File: src/rtl/ma_sample_feeder.sv
// ma_sample_feeder: paced sample source for the moving-average filter input.
// Samples arrive on a valid/ready stream into a small FIFO. One sample is
// released per pacing slot as a single-cycle data_refresh strobe, and
// feed_data holds that sample until the next strobe.
module ma_sample_feeder #(
  parameter int DATA_WIDTH     = 16,
  parameter int FIFO_DEPTH     = 8,
  parameter int INTERVAL_WIDTH = 8
) (
  input  logic                             clk,
  input  logic                             rst_n,
  input  logic                             enable,
  input  logic                             s_valid,
  output logic                             s_ready,
  input  logic signed [DATA_WIDTH-1:0]     s_data,
  input  logic        [INTERVAL_WIDTH-1:0] interval,
  input  logic                             clr_status,
  output logic                             data_refresh,
  output logic signed [DATA_WIDTH-1:0]     feed_data,
  output logic [$clog2(FIFO_DEPTH):0]      fifo_level,
  output logic                             underrun,
  output logic [15:0]                      feed_count
);

  localparam int AW = $clog2(FIFO_DEPTH);
  localparam int LW = AW + 1;
  localparam logic [LW-1:0] FULL_LEVEL = LW'(FIFO_DEPTH);

  // Sample storage; left unreset so it can map onto RAM primitives.
  logic signed [DATA_WIDTH-1:0] mem [FIFO_DEPTH];

  logic [AW-1:0]                wr_ptr_reg, wr_ptr_next;
  logic [AW-1:0]                rd_ptr_reg, rd_ptr_next;
  logic [LW-1:0]                level_reg, level_next;
  logic [INTERVAL_WIDTH-1:0]    cnt_reg, cnt_next;
  logic                         refresh_reg, refresh_next;
  logic signed [DATA_WIDTH-1:0] feed_data_reg, feed_data_next;
  logic                         underrun_reg, underrun_next;
  logic [15:0]                  feed_count_reg, feed_count_next;

  logic [INTERVAL_WIDTH-1:0]    eff_m1;
  logic                         slot;
  logic                         push;
  logic                         pop;

  // Ready comes only from the registered level, so a pop in the same cycle
  // never opens room for a push into a full FIFO.
  assign s_ready = (level_reg != FULL_LEVEL);
  assign push    = s_valid && s_ready;

  // An interval of 0 behaves like 1 (slot every enabled cycle). The >=
  // compare makes a shrinking interval produce a slot instead of letting the
  // counter run past the reload point.
  assign eff_m1 = (interval == '0) ? '0 : interval - INTERVAL_WIDTH'(1);
  assign slot   = enable && (cnt_reg >= eff_m1);
  assign pop    = slot && (level_reg != '0);

  // Next-state logic for pacing, FIFO bookkeeping, strobe and status.
  always_comb begin
    wr_ptr_next     = wr_ptr_reg;
    rd_ptr_next     = rd_ptr_reg;
    level_next      = level_reg;
    cnt_next        = cnt_reg;
    refresh_next    = pop;
    feed_data_next  = feed_data_reg;
    underrun_next   = underrun_reg;
    feed_count_next = feed_count_reg;

    if (enable) begin
      cnt_next = slot ? '0 : cnt_reg + INTERVAL_WIDTH'(1);
    end

    if (push) begin
      wr_ptr_next = wr_ptr_reg + AW'(1);
    end

    if (pop) begin
      rd_ptr_next     = rd_ptr_reg + AW'(1);
      feed_data_next  = mem[rd_ptr_reg];
      feed_count_next = feed_count_reg + 16'd1;
    end

    case ({push, pop})
      2'b10:   level_next = level_reg + LW'(1);
      2'b01:   level_next = level_reg - LW'(1);
      default: level_next = level_reg;
    endcase

    // A fresh underrun takes priority over a clear in the same cycle.
    if (slot && (level_reg == '0)) begin
      underrun_next = 1'b1;
    end else if (clr_status) begin
      underrun_next = 1'b0;
    end
  end

  // FIFO write port.
  always_ff @(posedge clk) begin
    if (push) begin
      mem[wr_ptr_reg] <= s_data;
    end
  end

  // State registers with asynchronous clear.
  always_ff @(posedge clk or negedge rst_n) begin
    if (!rst_n) begin
      wr_ptr_reg     <= '0;
      rd_ptr_reg     <= '0;
      level_reg      <= '0;
      cnt_reg        <= '0;
      refresh_reg    <= 1'b0;
      feed_data_reg  <= '0;
      underrun_reg   <= 1'b0;
      feed_count_reg <= '0;
    end else begin
      wr_ptr_reg     <= wr_ptr_next;
      rd_ptr_reg     <= rd_ptr_next;
      level_reg      <= level_next;
      cnt_reg        <= cnt_next;
      refresh_reg    <= refresh_next;
      feed_data_reg  <= feed_data_next;
      underrun_reg   <= underrun_next;
      feed_count_reg <= feed_count_next;
    end
  end

  assign data_refresh = refresh_reg;
  assign feed_data    = feed_data_reg;
  assign fifo_level   = level_reg;
  assign underrun     = underrun_reg;
  assign feed_count   = feed_count_reg;

endmodule
File: config.mk
export PLATFORM = sky130hd
export DESIGN_NAME = ma_sample_feeder
export DESIGN_NICKNAME = d
export VERILOG_FILES = /design/src/rtl/ma_sample_feeder.sv
export SDC_FILE = /design/constraint.sdc
export NUM_CORES = 1
export LEC_CHECK = 0
export ABC_AREA = 1
export BUFFER_PORTS_ARGS = -buffer_cell sky130_fd_sc_hd__buf_4
export CAP_MARGIN = 20
export CORE_MARGIN = 8
export CORE_UTILIZATION = 40
export DETAILED_ROUTE_END_ITERATION = 12
export SYNTH_ARGS = -nofsm -noshare
export SYNTH_HDL_FRONTEND = slang
export SYNTH_SLANG_ARGS = --single-unit
File: constraint.sdc
create_clock -name clk -period 2.4 [get_ports clk]
set_input_delay 0.24 -clock clk [delete_from_list [all_inputs] [get_ports clk]]
set_output_delay 0.24 -clock clk [all_outputs]
set_load 0.005 [all_outputs]
After elaboration in Yosys (flattened, before gate mapping)
Memories as Yosys holds them, arrays and structs flattened. A register that Yosys moved wholly into a read port is not among the register bits.
Index checks and enable logic that the tools add are counted.

cells by class
  $add $sub $neg = 7
  magnitude comparators = 1
  equality and inequality tests = 3
  muxes and demuxes = 7
  reductions and logical operators = 10

operators by type and width
  operator                                                             count
  16-bit by 1-bit adder with 16-bit output (second input constant)     1
  8-bit two-way mux                                                    2
  8-bit by 1-bit adder with 8-bit output (second input constant)       1
  8-bit greater-or-equal comparator                                    1
  8-bit logical NOT                                                    1
  4-bit one-hot mux with 2 select lines                                1
  8-bit by 1-bit subtractor with 8-bit output (second input constant)  1
  3-bit by 1-bit adder with 3-bit output (second input constant)       2
  4-bit by 1-bit adder with 4-bit output (second input constant)       1
  1-bit logical AND                                                    4
  4-bit logical NOT                                                    1
  1-bit two-way mux                                                    4
  4-bit inequality test (second input constant)                        1
  2-bit nonzero test                                                   2
  4-bit nonzero test                                                   1
  4-bit by 1-bit subtractor with 4-bit output (second input constant)  1
  2-bit by 1-bit == test with 1-bit output (second input constant)     1
  2-bit == test (second input constant)                                1
  1-bit logical NOT                                                    1

storage, ports and cells
  flip-flop bits (word level) = 36
  memory bits (writable) = 128
  bits of input ports = 29
  logic and storage cells = 36
  memories = 1

memories
  memory  depth  bits a word  rd ports  clocked after Yosys merged registers in  wr ports  RTL line  source
  mem     8      16           1         1                                        1         30        logic signed [DATA_WIDTH-1:0] mem [FIFO_DEPTH];

Logic depth before layout (Yosys ltp)
Gate-level depths: netlist (run 1).

  depth in word-level cells = 7
  gate-level depth with buffers = 25

Least setup slack after synthesis (run 1)
No wires, ideal clock.

  path type = input port to flip-flop
  start = input port interval[2]
  end = register level_reg[3] (netlist: fifo_level[3])
  setup time = 0.131 ns
  arrival = 2.991 ns
  setup slack = -0.722 ns
  cell stages on the path = 19
  path buffers = 1
  cell sequence = nor3_1 > nand3_1 > nor3_1 > nor2_1 > a21oi_1 > ha_1 > a21oi_1 > o21a_1 > nand2_4 > nand3_4 > buf_6 > inv_1 > ha_1 > ha_1 > a21oi_1 > nand2_1 > a21oi_1 > o21ai_0 > xor2_1

on the way
  longest elaborated chain between the ends = 7
  elaborated cells on any way between the ends = 10

ends and longest elaborated chain
  what                                                                                     RTL line  source
  start, declared                                                                          16        input logic [INTERVAL_WIDTH-1:0] interval,
  8-bit by 1-bit subtractor with 8-bit output / 8-bit logical NOT (equally long branches)  54        assign eff_m1 = (interval == '0) ? '0 : interval - INTERVAL_WIDTH'(1);
  8-bit two-way mux (*)                                                                    54
  8-bit greater-or-equal comparator (*)                                                    55        assign slot = enable && (cnt_reg >= eff_m1);
  1-bit logical AND (*)                                                                    55
  1-bit logical AND (*)                                                                    56        assign pop = slot && (level_reg != '0);
  net pop                                                                                  44        logic pop;
  2-bit by 1-bit == test with 1-bit output / 2-bit == test (equally long branches)         83        case ({push, pop})
  4-bit one-hot mux with 2 select lines / 2-bit nonzero test (equally long branches)       n/a
  end signal, assigned                                                                     118       level_reg <= level_next;
  end, declared                                                                            34        logic [LW-1:0] level_reg, level_next;

The timed path passes the listed nets; every way through them passes the cells marked *.
A chain may end at the register's enable or synchronous reset.

Final worst setup path (run 1)
Same ends and word-level chain as after synthesis.

==> results.toml, run 1 <==
[grt]
grt_use_total_pct = 15.8
grt_pass1_vias = 6323
grt.overflow.total = 0
antenna_found_initial = 0
grt_max_degree = 67
grt_pass1_wl_mm = 32.9

[worst_setup_path]
cp-endpoint = "fifo_level[3]$_DFFE_PN0P_"
ff2ff_setup_slack_ns = 0.06
cp.arrival_ns = 2.76
reg2reg_depth = 16
required_ns = 2.72
crit_path_max_fanout = 3
rr_startpoint = "cnt_reg[1]$_DFFE_PN0P_"
crit_type = "in2reg"
setup.worst_path.start = "interval[2]"
r2r-end = "fifo_level[3]$_DFFE_PN0P_"
crit_path_end_kind = "flip-flop"
start_kind = "input pin"

[die]
die-width_um = 163
row_count = 54
ios = 68
chipHeight_um = 163
floorplan.initialDensity_pct = 40.2
core_um2 = 21600
dieArea_um2 = 26600

[place]
dp_hpwl_mm = 12.3
gp_congestion = 0.790
dp.cells = 1310
dpl_cell_area_um2 = 9690
io_buffers = 67

[timing]
tns_ns = -0.0424
rsz0062_at_grt = "yes"
hold_viol = 0
worst_slew_pin_slew_ns = 0.711
fin_skew_ns = 0.00714
setup_viol = 1
max_freq_ghz = 0.409
final_max_slew_viol_count = 0
setup_slack_ns = -0.0424
timing.final.crit_share_pct = 102
fin_crit_ns = 2.44
slew_headroom_pct = 52.6

[synthesis]
ys_seq_elements = 180
syn_nets = 1015
seq_area_frac_synth_pct = 59.3
postSynthCellCount = 969
ys_types = 26
netlist_area_um2 = 8670
yosysWarnings = 0
syn_area_per_cell_um2 = 8.95

[power]
p_comb_share_pct = 34.9
p_leak_nw = 4.99
pwr-share-seq_pct = 39.5
fin_total_pwr_w = 0.0108
peakVddDrop_v = 0.000626
netSwitchingFraction_pct = 36.5
power_density_nw_per_um2 = 1040
pwr-share-clk_pct = 25.6
p_int_w = 0.00686
p_switching_w = 0.00394

[routing]
ant_nets = 0
drc_errors = 0
viasPerCell = 4.81
first_iter_violations = 410
wl_per_cell_um = 15.3
dr.pass1.iters = 5
route.vias.total = 6465
wl_mm = 20.6

[run_status]
violations = "negative setup slack"
status = "finished, violations left"

[min_path]
holdPathStages = 1
hold_class = "in2reg"

[run]
drv_cap = 0

[layout]
fin_nets = 1098
drive_gt1_share_pct = 15.7
layout_commonest_cell = "nand2_1"
syn_to_final_growth_pct = 20.1
stdcell_count = 1345
finalInstanceArea_um2 = 10400
final_cell_mix = "nand2_1 (356), inv_1 (163), edfxtp_1 (128)"
diodes = 0
largest_register_ffs = 128

[clocking]
cts_root_buf = "clkbuf_16"
clk_pin_slew_worst_paths_ns = 0.07
cts_tree = "done"
numCtsBuffers = 17
clk_latency_ns = 0.43
clock_path_buffers = 2
cts_htree_levels = 4
cts.sink_count = 180
-- metrics by stage --
stage / utilization, % / setup slack, ns / hold slack (ns)
after floorplan: - / -0.429 / -0.0556
after global placement: 44.9 / -0.462 / 0.342
after detailed placement: 44.9 / -0.537 / 0.347
after CTS: 47.7 / -0.00555 / 0.0232
after global routing: 48.3 / -0.189 / 0.0207
final: 48.3 / -0.0424 / 0.0359
-- worst min path at each step --
stage | start | end | slack [ns]
2_1_floorplan | rst_n | cnt_reg[0]$_DFFE_PN0P_ | -0.06
3_3_place_gp | rst_n | cnt_reg[1]$_DFFE_PN0P_ | 0.34
3_5_place_dp | rst_n | cnt_reg[1]$_DFFE_PN0P_ | 0.35
4_1_cts | s_data[7] | mem[6][7]$_DFFE_PP_ | 0.02
5_1_grt | s_data[7] | mem[2][7]$_DFFE_PP_ | 0.02
6_report | s_data[7] | mem[2][7]$_DFFE_PP_ | 0.04
-- power groups by stage --
stage / clock [W] / sequential, W / combinational (W)
after floorplan: 0 / 0.00426 / 0.00233
after global placement: 0 / 0.00431 / 0.00366
after detailed placement: 0 / 0.00432 / 0.00371
after CTS: 0.00281 / 0.00426 / 0.00374
after global routing: 0.00294 / 0.00432 / 0.00430
final: 0.00276 / 0.00426 / 0.00377
-- cells by family (layout without fill, tap and decap cells) --
group,count (synthesis),after routing,share of synthesized area [%]
fa+ha+maj,17,17,2.54
xor+xnor,15,15,1.51
simple gates,531,531,25.9
compound gates,18,18,1.07
flops,180,180,59.3
buf+inv,208,304,9.65
-- cell type report --
cell class	count	area [µm²]
clock inverter	14	151
multi-input combinational	581	2850
fill	2043	11100
inverter	170	641
timing repair buffer	102	850
clock buffer	18	429
tap	280	350
sequential	180	5150
-- layer usage --
layer	wire [µm]	up-vias	GRT usage (%)
met5	0	-	0
met4	400	0	5.67
met3	973	25	3.25
met2	10100	141	26.5
met1	9140	3062	19.9
li1	-	3237	-
-- critical path, cell delays in order --
cell and delay (ns):
buf_8 0.10, nor3_4 0.19, buf_4 0.14, xor2_1 0.17
nand2_1 0.12, ha_4 0.26, nand2_1 0.06, nand2_1 0.04
nor2_1 0.10, nand2_1 0.08, nand2_2 0.09, nand2_4 0.06
nand3_4 0.08, inv_4 0.05, ha_4 0.17, ha_4 0.22
a21oi_2 0.14, nand2_2 0.09, a21oi_2 0.15, o21ai_2 0.07
xor2_1 0.13
-- Yosys cell counts, drive strengths merged --
master	instances	area, µm²
fa	1	20.0
clkbuf	6	22.5
o21ai	11	55.1
nor2	39	149
nand2	362	1370
nand3b	3	22.5
or2	1	6.26
xor2	12	105
edfxtp	128	3840
nand4	42	263
nand3	80	418
o21a	1	7.51
ha	16	200
inv	170	638
a21oi	6	30.0
nor3	3	15.0
dfrtp	52	1300
and2	1	6.26
buf	32	176
xnor2	3	26.3
-- repair_timing --
item	in CTS	in global routing
hold buffers	1	0
endpoints found under the setup margin	2	12
gates cloned	0	0
gates resized for setup	4	29
pin swaps	2	18
hold endpoints to repair	52	0
setup buffers	0	2
Power figures use the tool's default switching activity.
==> run 2, diff against run 1 <==
--- a/config.mk
+++ b/config.mk
@@ -11,6 +11,7 @@
 export CORE_MARGIN = 8
 export CORE_UTILIZATION = 40
 export DETAILED_ROUTE_END_ITERATION = 12
+export REMOVE_ABC_BUFFERS = 1
 export SYNTH_ARGS = -nofsm -noshare
 export SYNTH_HDL_FRONTEND = slang
 export SYNTH_SLANG_ARGS = --single-unit
==> run 2 against run 1 <==
The flow still finishes with violations (negative setup slack). Worst setup slack better by 0.011 ns. Routed wire length is 0.55% lower. Sequential share of layout area is 0.060 points lower. Critical endpoint unchanged. Largest power group unchanged. Highest routed layer unchanged.
==> results.toml, run 2 (same netlist as run 1, synthesis figures left out) <==
[die]
chipHeight_um = 163
floorplan.initialDensity_pct = 40.2
dieArea_um2 = 26600
ios = 68
die-width_um = 163
core_um2 = 21600
row_count = 54

[run_status]
violations = "negative setup slack"
status = "finished, violations left"

[place]
io_buffers = 67
dp.cells = 1327
dp_slack_ns = -0.795
dp_hpwl_mm = 12.4
gp_congestion = 0.802

[timing]
setup_slack_ns = -0.0316
max_freq_ghz = 0.411
worst_slew_pin_slew_ns = 0.747
slew_headroom_pct = 50.2
hold_viol = 0
fin_crit_ns = 2.43
tns_ns = -0.0316
fin_skew_ns = 0.0174
setup_viol = 1
rsz0062_at_grt = "yes"
timing.final.crit_share_pct = 101
final_max_slew_viol_count = 0

[layout]
syn_to_final_growth_pct = 20.3
stdcell_count = 1360
final_cell_mix = "nand2_1 (355), inv_1 (165), edfxtp_1 (128)"
fillers = 2030
drive_gt1_share_pct = 16.8
layout_commonest_cell = "nand2_1"
largest_register_ffs = 128
fin_nets = 1113
diodes = 0

[grt]
grt_use_total_pct = 15.8
grt_pass1_vias = 6118
grt_pass1_wl_mm = 32.5
grt.overflow.total = 0
grt_max_degree = 67
antenna_found_initial = 0

[power]
p_int_w = 0.00670
pwr-share-seq_pct = 39.8
peakVddDrop_v = 0.000636
p_switching_w = 0.00397
pwr-share-clk_pct = 25.7
netSwitchingFraction_pct = 37.2
p_comb_share_pct = 34.5
p_leak_nw = 5.05
power_density_nw_per_um2 = 1020

[clocking]
cts_tree = "done"
cts_root_buf = "clkbuf_16"
clk_pin_slew_worst_paths_ns = 0.08
clock_path_buffers = 2
clk_latency_ns = 0.44
numCtsBuffers = 17
cts.sink_count = 180
postCtsSetupBuffers = 0
cts_htree_levels = 4

[min_path]
hold_class = "in2reg"

[worst_setup_path]
ff2ff_setup_slack_ns = 0.04
worstPathCellList = "buf_4, buf_4, nor2_2, nand2_2, inv_2, nand2_2, nand2_1, inv_1, a21oi_1, ha_1, a21oi_2, o21a_1, nand2_4, nand3_4, inv_2, ha_4, ha_1, nand3_1, nand2_1, a21oi_1, o21ai_1, xor2_1"
cp.arrival_ns = 2.75
crit_path_max_fanout = 5
cp-endpoint = "fifo_level[3]$_DFFE_PN0P_"
crit_path_end_kind = "flip-flop"
required_ns = 2.72
rr_startpoint = "cnt_reg[1]$_DFFE_PN0P_"
critical-path-max-stage-delay_ns = 0.28
cp_num_cells = 22
cpLargestDelayFamily = "adder cells"
r2r-end = "fifo_level[3]$_DFFE_PN0P_"
reg2reg_depth = 16
crit_type = "in2reg"
start_kind = "input pin"
crit_buf_inv = 5
setup.worst_path.start = "interval[2]"
slowest_stage = "ha_1"

[run]
drv_cap = 0

[routing]
dr.pass1.iters = 4
first_iter_violations = 373
drc_errors = 0
ant_nets = 0
wl_per_cell_um = 15.1
wl_mm = 20.5
route.vias.total = 6386
viasPerCell = 4.70
-- run 2: power by group through the flow --
| stage | sequential [W] | combinational, W | clock [W] |
|---|---|---|---|
| after detailed placement | 0.00430 | 0.00366 | 0 |
| after floorplan | 0.00442 | 0.00195 | 0 |
| after global placement | 0.00430 | 0.00360 | 0 |
| after global routing | 0.00432 | 0.00417 | 0.00290 |
| final | 0.00425 | 0.00368 | 0.00274 |
| after CTS | 0.00425 | 0.00370 | 0.00279 |
-- run 2: how the worst min path moves through the flow --
| stage | from | end | slack (ns) | depth (start not counted) |
|---|---|---|---|---|
| floorplan | rst_n | cnt_reg[0]$_DFFE_PN0P_ | -0.06 | 0 |
| global placement | rst_n | feed_count[4]$_DFFE_PN0P_ | 0.37 | 1 |
| detailed placement | rst_n | feed_count[3]$_DFFE_PN0P_ | 0.37 | 1 |
| CTS | s_data[4] | mem[3][4]$_DFFE_PP_ | 0.02 | 1 |
| global route | s_data[4] | mem[7][4]$_DFFE_PP_ | 0.02 | 1 |
| finish | s_data[4] | mem[7][4]$_DFFE_PP_ | 0.03 | 1 |
-- run 2: through the flow --
stage / total power, W / utilization (%) / area, µm² / hold WS [ns]
finish: 0.0107 / 48.4 / 10400 / 0.0297
floorplan: 0.00638 / - / 8470 / -0.0556
CTS: 0.0107 / 48.1 / 10400 / 0.0158
detailed placement: 0.00796 / 45.0 / 9710 / 0.367
global route: 0.0114 / 48.4 / 10400 / 0.0178
global placement: 0.00790 / 45.0 / 9710 / 0.368
-- run 2: layer usage --
| layer | part of all wire [%] | GRT usage, % | wire, µm | up-vias |
|---|---|---|---|---|
| met5 | 0 | 0 | 0 | - |
| met4 | 1.3 | 5.25 | 274 | 0 |
| met3 | 5.0 | 3.78 | 1020 | 21 |
| met2 | 48 | 25.9 | 9800 | 127 |
| met1 | 46 | 20.3 | 9400 | 2980 |
| li1 | - | - | - | 3258 |
-- run 2: area by class of cell --
type                    instances  area, µm²  share of cell area, %
well taps                     280        350                   3.36
flip-flops and latches        180       5150                   49.3
clock inverters                15        161                   1.55
repair buffers                117        893                   8.57
clock buffers                  17        425                   4.08
multi-input cells             581       2810                   27.0
inverters                     170        638                   6.12
-- run 2: timing repair --
item | CTS | global route
hold buffers | 1 | 0
cloned | 0 | 0
pin swaps | 5 | 17
hold endpoints to repair | 52 | 0
endpoints found under the setup margin | 3 | 11
resized for setup | 14 | 19
